<file path="config.mk">
export PLATFORM = sky130hd
export DESIGN_NAME = output_module
export DESIGN_NICKNAME = d
export VERILOG_FILES = /design/src/rtl/output_module.sv
export SDC_FILE = /design/constraint.sdc
export NUM_CORES = 1
export LEC_CHECK = 0
export CAP_MARGIN = 40
export CORE_ASPECT_RATIO = 0.6
export CORE_UTILIZATION = 47
export CTS_BUF_LIST = sky130_fd_sc_hd__clkbuf_2 sky130_fd_sc_hd__clkbuf_4 sky130_fd_sc_hd__clkbuf_8
export DETAILED_ROUTE_END_ITERATION = 10
export MAX_ROUTING_LAYER = met4
export PLACE_DENSITY = 0.75
export SYNTH_ARGS = -nofsm -noshare
export SYNTH_HDL_FRONTEND = slang
export SYNTH_SLANG_ARGS = --single-unit
</file>
<file path="constraint.sdc">
create_clock -name clock_50MHz -period 1.88 [get_ports clock_50MHz]
set_input_delay 0.47 -clock clock_50MHz [delete_from_list [all_inputs] [get_ports clock_50MHz]]
set_output_delay 0.47 -clock clock_50MHz [all_outputs]
set_load 0.05 [all_outputs]
</file>
<file path="src/rtl/output_module.sv">
// output_module: calendar display back-end.
// One shared double-dabble engine refreshes eight blinking 7-segment digits.
module output_module #(
    parameter int CONV_BITS = 7,
    parameter int PAIRS     = 4
) (
    input  logic                       clock_50MHz,
    input  logic                       reset,
    input  logic                       clock_4Hz,
    input  logic [2:0]                 set,
    input  logic [12:0]                select,
    input  logic                       mode_ampm,
    input  logic                       pm,
    input  logic [3*CONV_BITS-1:0]     clock_fields,
    input  logic [PAIRS*CONV_BITS-1:0] date_fields,
    input  logic [PAIRS*CONV_BITS-1:0] dset_fields,
    output logic [6:0]                 hex7,
    output logic [6:0]                 hex6,
    output logic [6:0]                 hex5,
    output logic [6:0]                 hex4,
    output logic [6:0]                 hex3,
    output logic [6:0]                 hex2,
    output logic [6:0]                 hex1,
    output logic [6:0]                 hex0,
    output logic                       refresh_done
);

    localparam int IW = $clog2(PAIRS);
    localparam int CW = $clog2(CONV_BITS);
    localparam logic [IW-1:0] LAST    = IW'(PAIRS - 1);
    localparam logic [CW-1:0] SH_LAST = CW'(CONV_BITS - 1);

    localparam logic [6:0] SEG_BLANK = 7'h7F;
    localparam logic [6:0] SEG_DASH  = 7'h3F;
    localparam logic [6:0] SEG_A     = 7'h08;
    localparam logic [6:0] SEG_P     = 7'h0C;

    typedef enum logic [1:0] {
        S_LOAD,
        S_SHIFT,
        S_STORE
    } state_t;

    typedef enum logic [1:0] {
        PG_CLOCK,
        PG_DATE,
        PG_DSET
    } page_t;

    state_t               r_state;
    state_t               w_next;
    page_t                r_page;
    page_t                w_page;
    logic                 w_chg;
    logic                 r_blk_s1;
    logic                 r_blk;
    logic [IW-1:0]        r_idx;
    logic [IW-1:0]        w_load_idx;
    logic [CW-1:0]        r_cnt;
    logic [CONV_BITS-1:0] r_val;
    logic [CONV_BITS-1:0] r_sh;
    logic [CONV_BITS-1:0] w_field;
    logic [7:0]           r_bcd;
    logic [7:0]           w_adj;
    logic [7:0][6:0]      r_dig;
    logic [7:0][6:0]      r_hex;
    logic [6:0]           w_tens;
    logic [6:0]           w_units;
    logic                 w_blink_en;
    logic [3:0]           w_pair_blink;
    logic                 r_done;

    function automatic logic [3:0] f_adj(input logic [3:0] n);
        return (n >= 4'd5) ? n + 4'd3 : n;
    endfunction

    function automatic logic [6:0] f_seg(input logic [3:0] d);
        logic [6:0] s;
        case (d)
            4'd0:    s = 7'h40;
            4'd1:    s = 7'h79;
            4'd2:    s = 7'h24;
            4'd3:    s = 7'h30;
            4'd4:    s = 7'h19;
            4'd5:    s = 7'h12;
            4'd6:    s = 7'h02;
            4'd7:    s = 7'h78;
            4'd8:    s = 7'h00;
            4'd9:    s = 7'h10;
            default: s = SEG_DASH;
        endcase
        return s;
    endfunction

    always_comb begin
        w_page = PG_CLOCK;
        if (set[2])
            w_page = PG_DSET;
        else if (set[1])
            w_page = PG_DATE;
    end

    assign w_chg = (r_page != w_page);

    // A page change acts as the LOAD of pair0 of the new page.
    always_comb begin
        w_load_idx = w_chg ? '0 : r_idx;
        w_field    = '0;
        case (w_page)
            PG_CLOCK: begin
                if (w_load_idx != LAST)
                    w_field = clock_fields[w_load_idx*CONV_BITS +: CONV_BITS];
            end
            PG_DATE: w_field = date_fields[w_load_idx*CONV_BITS +: CONV_BITS];
            PG_DSET: w_field = dset_fields[w_load_idx*CONV_BITS +: CONV_BITS];
            default: w_field = '0;
        endcase
    end

    always_ff @(posedge clock_50MHz or negedge reset) begin
        if (!reset)
            r_state <= S_LOAD;
        else
            r_state <= w_next;
    end

    always_comb begin
        w_next = r_state;
        if (w_chg) begin
            w_next = S_SHIFT;
        end else begin
            unique case (r_state)
                S_LOAD:  w_next = S_SHIFT;
                S_SHIFT: w_next = (r_cnt == SH_LAST) ? S_STORE : S_SHIFT;
                S_STORE: w_next = S_LOAD;
                default: w_next = S_LOAD;
            endcase
        end
    end

    assign w_adj = {f_adj(r_bcd[7:4]), f_adj(r_bcd[3:0])};

    always_comb begin
        w_tens  = f_seg(r_bcd[7:4]);
        w_units = f_seg(r_bcd[3:0]);
        if (r_page == PG_CLOCK && r_idx == LAST) begin
            w_tens  = mode_ampm ? (pm ? SEG_P : SEG_A) : SEG_BLANK;
            w_units = SEG_BLANK;
        end else if (r_val > CONV_BITS'(99)) begin
            w_tens  = SEG_DASH;
            w_units = SEG_DASH;
        end
    end

    always_ff @(posedge clock_50MHz or negedge reset) begin
        if (!reset) begin
            r_page <= PG_CLOCK;
            r_idx  <= '0;
            r_cnt  <= '0;
            r_val  <= '0;
            r_sh   <= '0;
            r_bcd  <= '0;
            r_dig  <= {8{SEG_BLANK}};
            r_done <= 1'b0;
        end else begin
            r_page <= w_page;
            r_done <= 1'b0;
            if (w_chg || r_state == S_LOAD) begin
                r_idx <= w_load_idx;
                r_val <= w_field;
                r_sh  <= w_field;
                r_bcd <= '0;
                r_cnt <= '0;
            end else if (r_state == S_SHIFT) begin
                {r_bcd, r_sh} <= {w_adj[6:0], r_sh, 1'b0};
                r_cnt         <= r_cnt + 1'b1;
            end else if (r_state == S_STORE) begin
                r_dig[{r_idx, 1'b1}] <= w_tens;
                r_dig[{r_idx, 1'b0}] <= w_units;
                r_idx                <= (r_idx == LAST) ? '0 : r_idx + 1'b1;
                r_done               <= (r_idx == LAST);
            end
            if (w_chg)
                r_dig <= {8{SEG_BLANK}};
        end
    end

    always_ff @(posedge clock_50MHz or negedge reset) begin
        if (!reset) begin
            r_blk_s1 <= 1'b0;
            r_blk    <= 1'b0;
        end else begin
            r_blk_s1 <= clock_4Hz;
            r_blk    <= r_blk_s1;
        end
    end

    // The AM/PM marker pair follows the hour select.
    always_comb begin
        w_blink_en   = 1'b0;
        w_pair_blink = '0;
        case (r_page)
            PG_CLOCK: begin
                w_blink_en   = set[0];
                w_pair_blink = {select[0], select[0], select[1], select[2]};
            end
            PG_DATE: begin
                w_blink_en   = set[1];
                w_pair_blink = {4{select[7]}}
                             | {select[3], select[4], select[5], select[6]};
            end
            PG_DSET: begin
                w_blink_en   = set[2];
                w_pair_blink = {4{select[12]}}
                             | {select[8], select[9], select[10], select[11]};
            end
            default: begin
                w_blink_en   = 1'b0;
                w_pair_blink = '0;
            end
        endcase
        w_blink_en = w_blink_en & ~r_blk;
    end

    always_ff @(posedge clock_50MHz or negedge reset) begin
        if (!reset) begin
            r_hex <= {8{SEG_BLANK}};
        end else begin
            for (int d = 0; d < 8; d++) begin
                if (w_chg || (w_blink_en && w_pair_blink[d/2]))
                    r_hex[d] <= SEG_BLANK;
                else
                    r_hex[d] <= r_dig[d];
            end
        end
    end

    assign hex7         = r_hex[7];
    assign hex6         = r_hex[6];
    assign hex5         = r_hex[5];
    assign hex4         = r_hex[4];
    assign hex3         = r_hex[3];
    assign hex2         = r_hex[2];
    assign hex1         = r_hex[1];
    assign hex0         = r_hex[0];
    assign refresh_done = r_done;

endmodule

</file>
---- After elaboration in Yosys (flattened, before gate mapping) ----
Memories as Yosys holds them, arrays and structs flattened.
Index checks and enable logic that the tools add are counted.
storage, ports and cells
  bits in registers ....................... 146
  ROM bits ................................ 224
  logic and storage cells ................. 129
  memories ................................ 2
cells by class
  add/subtract/negate cells ............... 4
  multiply operators ...................... 1
  order comparisons ....................... 7
  equality and inequality tests ........... 13
  shifts and indexed selects .............. 3
  muxes and demuxes ....................... 49
  bitwise gates (word level) .............. 4
  reductions and logical operators ........ 20
memories
  memory            depth  width  rd ports  clocked after Yosys merged registers in  wr ports  RTL line  source
  (name not given)  16     7      1         0                                        0         79        case (d)
  (name not given)  16     7      1         0                                        0         79
operators with widths
  kind                   number
  $mux W56               4
  $mux W7                18
  $bwmux W56             2
  $shiftx A28 B6 Y7      2
  $demux W7 S2           2
  $pmux W7 S3            1
  $shiftx A21 B6 Y7      1
  $mux W2                8
  $mux W8                2
  $mux W3                4
  $pmux W4 S3            1
  $eq A2 B2 Y1 const B   4
  $ge A4 B3 Y1 const B   2
  $lt A3 B4 Y1 const B   2
  $ne A2 B2 Y1 const B   4
  $or A4 B4 Y4           2
  $gt A7 B7 Y1 const B   1
  $logic_and A1 B1 Y1    7
  $eq A2 B1 Y1 const B   3
  $ge A3 B1 Y1 const B   2
  $logic_not A2 Y1       3
  $reduce_bool A2 Y1     3
  $logic_or A1 B1 Y1     5
  $mul A2 B3 Y5 const B  1
  other kinds (14)       17

---- Longest topological paths before layout ----
  depth in word-level cells ............... 10
  depth in mapped cells ................... 9

---- Worst setup path after synthesis ----
No wires, ideal clock.
  path kind ............................... register to register
  start point ............................. register r_page[0]
  end point ............................... register r_val[5]
  setup time .............................. 0.125 ns
  data arrival time ....................... 1.919 ns
  data required time ...................... 1.755 ns
  setup slack ............................. -0.164 ns
  stages on the path, launching flop included .. 8
  buffers on the path ..................... 1
  clock period less this slack ............ 2.044 ns
  cells stage by stage .................... dfrtp_1 > buf_6 > xnor2_4 > nor3b_4 > mux2_2 > o211ai_2 > nand4_1 > mux2_2
between the ends
  longest elaborated chain between the ends .. 6
  elaborated cells on any way between the ends .. 10
  those cells by class .................... 1 x mul; 2 x eq/ne; 3 x shift; 3 x mux; 1 x reduce/logical
RTL lines
  element                   RTL line       source
  start: declaration        52             page_t r_page;
  start signal: assignment  166            r_page <= w_page;
  $ne A2 B2 Y1 *            103            assign w_chg = (r_page != w_page);
  $mux W2                   107            w_load_idx = w_chg ? '0 : r_idx;
  $mul A2 B3 Y5             112, 114, 115
  $shiftx A21 B6 Y7         112            w_field = clock_fields[w_load_idx*CONV_BITS +: CONV_BITS];
  $mux W7                   111            if (w_load_idx != LAST)
  $pmux W7 S3               109            case (w_page)
  end signal: assignment    170            r_val <= w_field;
  end: declaration          60             logic [CONV_BITS-1:0] r_val;
Mark *: on every way between the ends. The rest lies on a longest branch, timed or not.
A chain may end at the register's enable or synchronous reset.

---- Worst setup path after layout ----
  start point ............................. register r_page[0]
  end point ............................... register r_sh[2]
between the ends
  longest elaborated chain between the ends .. 7
  elaborated cells on any way between the ends .. 12
  those cells by class .................... 1 x mul; 2 x eq/ne; 3 x shift; 4 x mux; 2 x reduce/logical
RTL lines
  element                 RTL line       source
  $ne A2 B2 Y1 *          103
  $mux W2                 107
  $mul A2 B3 Y5           112, 114, 115
  $shiftx A21 B6 Y7       112
  $mux W7                 111
  $pmux W7 S3             109
  $mux W7                 168            if (w_chg || r_state == S_LOAD) begin
  end signal: assignment  171            r_sh <= w_field;
  end signal: assignment  175            {r_bcd, r_sh} <= {w_adj[6:0], r_sh, 1'b0};
  end: declaration        61             logic [CONV_BITS-1:0] r_sh;
Marks and branches as above.

==> impl_metrics.yaml <==
setup_path:
  crit_type: "flip-flop to flip-flop"
  arrival_ns: 2.46
  end_kind: "flip-flop"
  cp.required_ns: 2.26
  worstPathMaxFanout: 8
  start_kind: "flip-flop"
layout:
  finalNonFillerCells: 1121
  antennaDiodeCount: 0
  stdcell_area_mm2: 0.0111
  final_nets: 1032
  drive_gt1_frac: 0.473
  area_growth_pct: 64.1
  num-fill-cells: 789
synthesis:
  ys_seq_area_frac: 0.553
  synth_common_cells: "dfstp_2 (112), nor2_1 (72), a21oi_1 (59), nand2_1 (59), nand2b_1 (40)"
  yosysWarningCount: 0
  yosysTopAreaCellShare: 0.435
  synth-seq-cells: 144
  avgSynthCellArea_um2: 10.5
  synth_cells: 646
  synth_area_mm2: 0.00677
  synth_top_flop_cell: "dfstp_2"
  syn_nets: 762
  ys_types: 61
  synth_area_leader_cell: "dfstp_2"
  synth_edf_count: 0
  synth_most_common_cell: "dfstp_2"
  synthArstFlopShare: 1.00
  synth_area_leaders: "dfstp_2 (43%), dfrtp_1 (12%), a21oi_1 (4.4%)"
clock_tree:
  cts_sinks: 144
  htreeDepth: 4
  cts_tree: "done"
  cts_root_buf: "clkbuf_8"
  cts_buffers: 17
  clk_latency_ns: 0.47
  clockBufferDepth: 2
  clkTransAtPathRegs_ns: 0.09
timing:
  finClkSkew_ns: 0.0263
  hold_violations: 0
  fin_crit_sh: 1.10
  rsz0062_at_grt: "yes"
  finalCriticalPeriod_ns: 2.07
  setup_violations: 85
  maxSlewHeadroom: 0.584
  final_max_slew_viol_count: 0
  hold_slack_ns: 0.365
  setup_ws_ns: -0.194
  fmax_mhz: 482
  tns_ns: -5.57
  worstMarginPinSlew_ns: 0.621
placement:
  gp_congestion: 1.00
  dp_hpwl_um: 17300
  post_dp_cell_area_mm2: 0.00973
  io_buffers: 154
  place_inst: 1055
  place_ws_ns: -0.896
floorplanning:
  row_count: 33
  fp.coreArea_mm2: 0.0139
  initial_utilization: 0.488
  num_io_pins: 155
  fp.dieW_um: 157
  die_h_um: 95.0
  die_area_mm2: 0.0149
detailed_routing:
  route.detailed.drc: 0
  ant_nets: 0
  vias_per_cell: 5.66
  first_pass_iters: 5
  routed_wl_um: 25400
  wl_per_cell_um: 22.6
  drt_iter0_drc: 556
  vias: 6349
grt:
  grt.overflow.total: 0
  grt_pass1_vias: 6125
  grt_pass1_wl_um: 35100
  track_usage: 0.336
  grt_max_degree: 38
  antenna_found_initial: 0
outcome:
  status: "complete, but fails checks"
  violations: "setup timing"
hold_path:
  worstHoldPathType: "flip-flop to flip-flop"
pwr:
  p_leak_nw: 4.58
  ir_drop_mv: 0.505
  power_density_mw_per_mm2: 651
flow_run:
  maxCapViolCount: 0
==> through the flow <==
step                power [W]   util
global route          0.00748  0.801
global placement      0.00427  0.702
detailed placement    0.00429  0.702
CTS                   0.00701  0.754
floorplan             0.00364      -
finish                0.00724  0.801
==> path summary, 6_finish.rpt <==
path	startpoint	end	slack, ns	depth (start not counted)
max	r_page[0]	r_sh[2]	-0.19	9
min	r_blk_s1	r_blk	0.37	0
max reg2reg	r_page[0]	r_sh[2]	-0.19	9
min reg2reg	r_blk_s1	r_blk	0.37	0
max in group asynchronous	reset	hex1[1]	0.74	3
min in group asynchronous	reset	r_page[1]	0.48	2
==> critical path: stages (launching register included) <==
cell and delay [ns]:
dfrtp_2 0.47, xnor2_4 0.15, nor3b_4 0.17, buf_12 0.15
buf_4 0.14, or3b_1 0.34, a31oi_1 0.19, nor3_2 0.08
buf_4 0.15, a22oi_2 0.16
==> state kept, by name, summed over array words and instances (netlist names), 3 cells and up <==
register / cells
r_dig: 56
r_bcd: 8
hex0: 7
hex1: 7
hex2: 7
hex3: 7
hex4: 7
hex5: 7
hex6: 7
hex7: 7
r_sh: 7
r_val: 5
r_cnt: 3
==> metal layers <==
metal	wire length (um)	global-route usage
met1	11900	0.494
met2	11200	0.477
met3	1810	0.0642
met4	476	0.0727
met5	0	-
==> timing repair <==
item                                    in CTS  in global routing
resized for setup                           54                115
hold buffers                                 1                  0
gates cloned                                 1                  5
endpoints found under the setup margin     133                117
pin swaps                                   13                 12
buffers inserted                             8                 23
hold endpoints to repair                     4                  0
==> final cells by class <==
class                           instances  area [um^2]  share of cell area
Inverter                               15         58.8             0.00529
Clock buffer                           17          234              0.0211
Clock inverter                         15          190              0.0171
Timing Repair Buffer                  282         3320               0.298
Tap cell                              192          240              0.0216
Multi-Input combinational cell        456         3330               0.299
Sequential cell                       144         3750               0.337
==> placed cells by master, fill, tap and decap left out, types with 6 or more instances in the layout <==
master           count
nor2_1              58
o21ai_0             25
o22a_1              24
buf_12              65
or2_2                9
or2b_1               8
inv_1               14
buf_4               90
nand2_1             52
nand2b_1            35
a22o_1               7
nand3_1             13
o22ai_1              8
dfstp_2            112
dfrtp_1             30
buf_6               24
o211ai_1             8
mux2_4               6
ha_1                18
mux2i_1             11
clkbuf_8            17
a31oi_1              7
nor2_2              11
a21oi_2             17
clkdlybuf4s50_1     94
a21oi_1             39
==> where the power goes <==
group / internal [W] / total (W) / switching, W
clock: 0.00125 / 0.00267 / 0.00142
sequential: 0.00316 / 0.00321 / 0.0000466
combinational: 0.000665 / 0.00137 / 0.000700
total: 0.00507 / 0.00724 / 0.00216
==> cell families (layout without fill, tap and decap cells) <==
logic type,after synthesis,in the layout,synth area share
buffers and inverters,47,329,0.0305
AOI/OAI and AO/OA,179,179,0.173
muxes,21,21,0.0327
DFF,144,144,0.553
adders and majority gates,18,18,0.0333
xor gates and xnor gates,3,3,0.00665
and+or+nand+nor,234,235,0.171
Power figures use the tool's default switching activity.
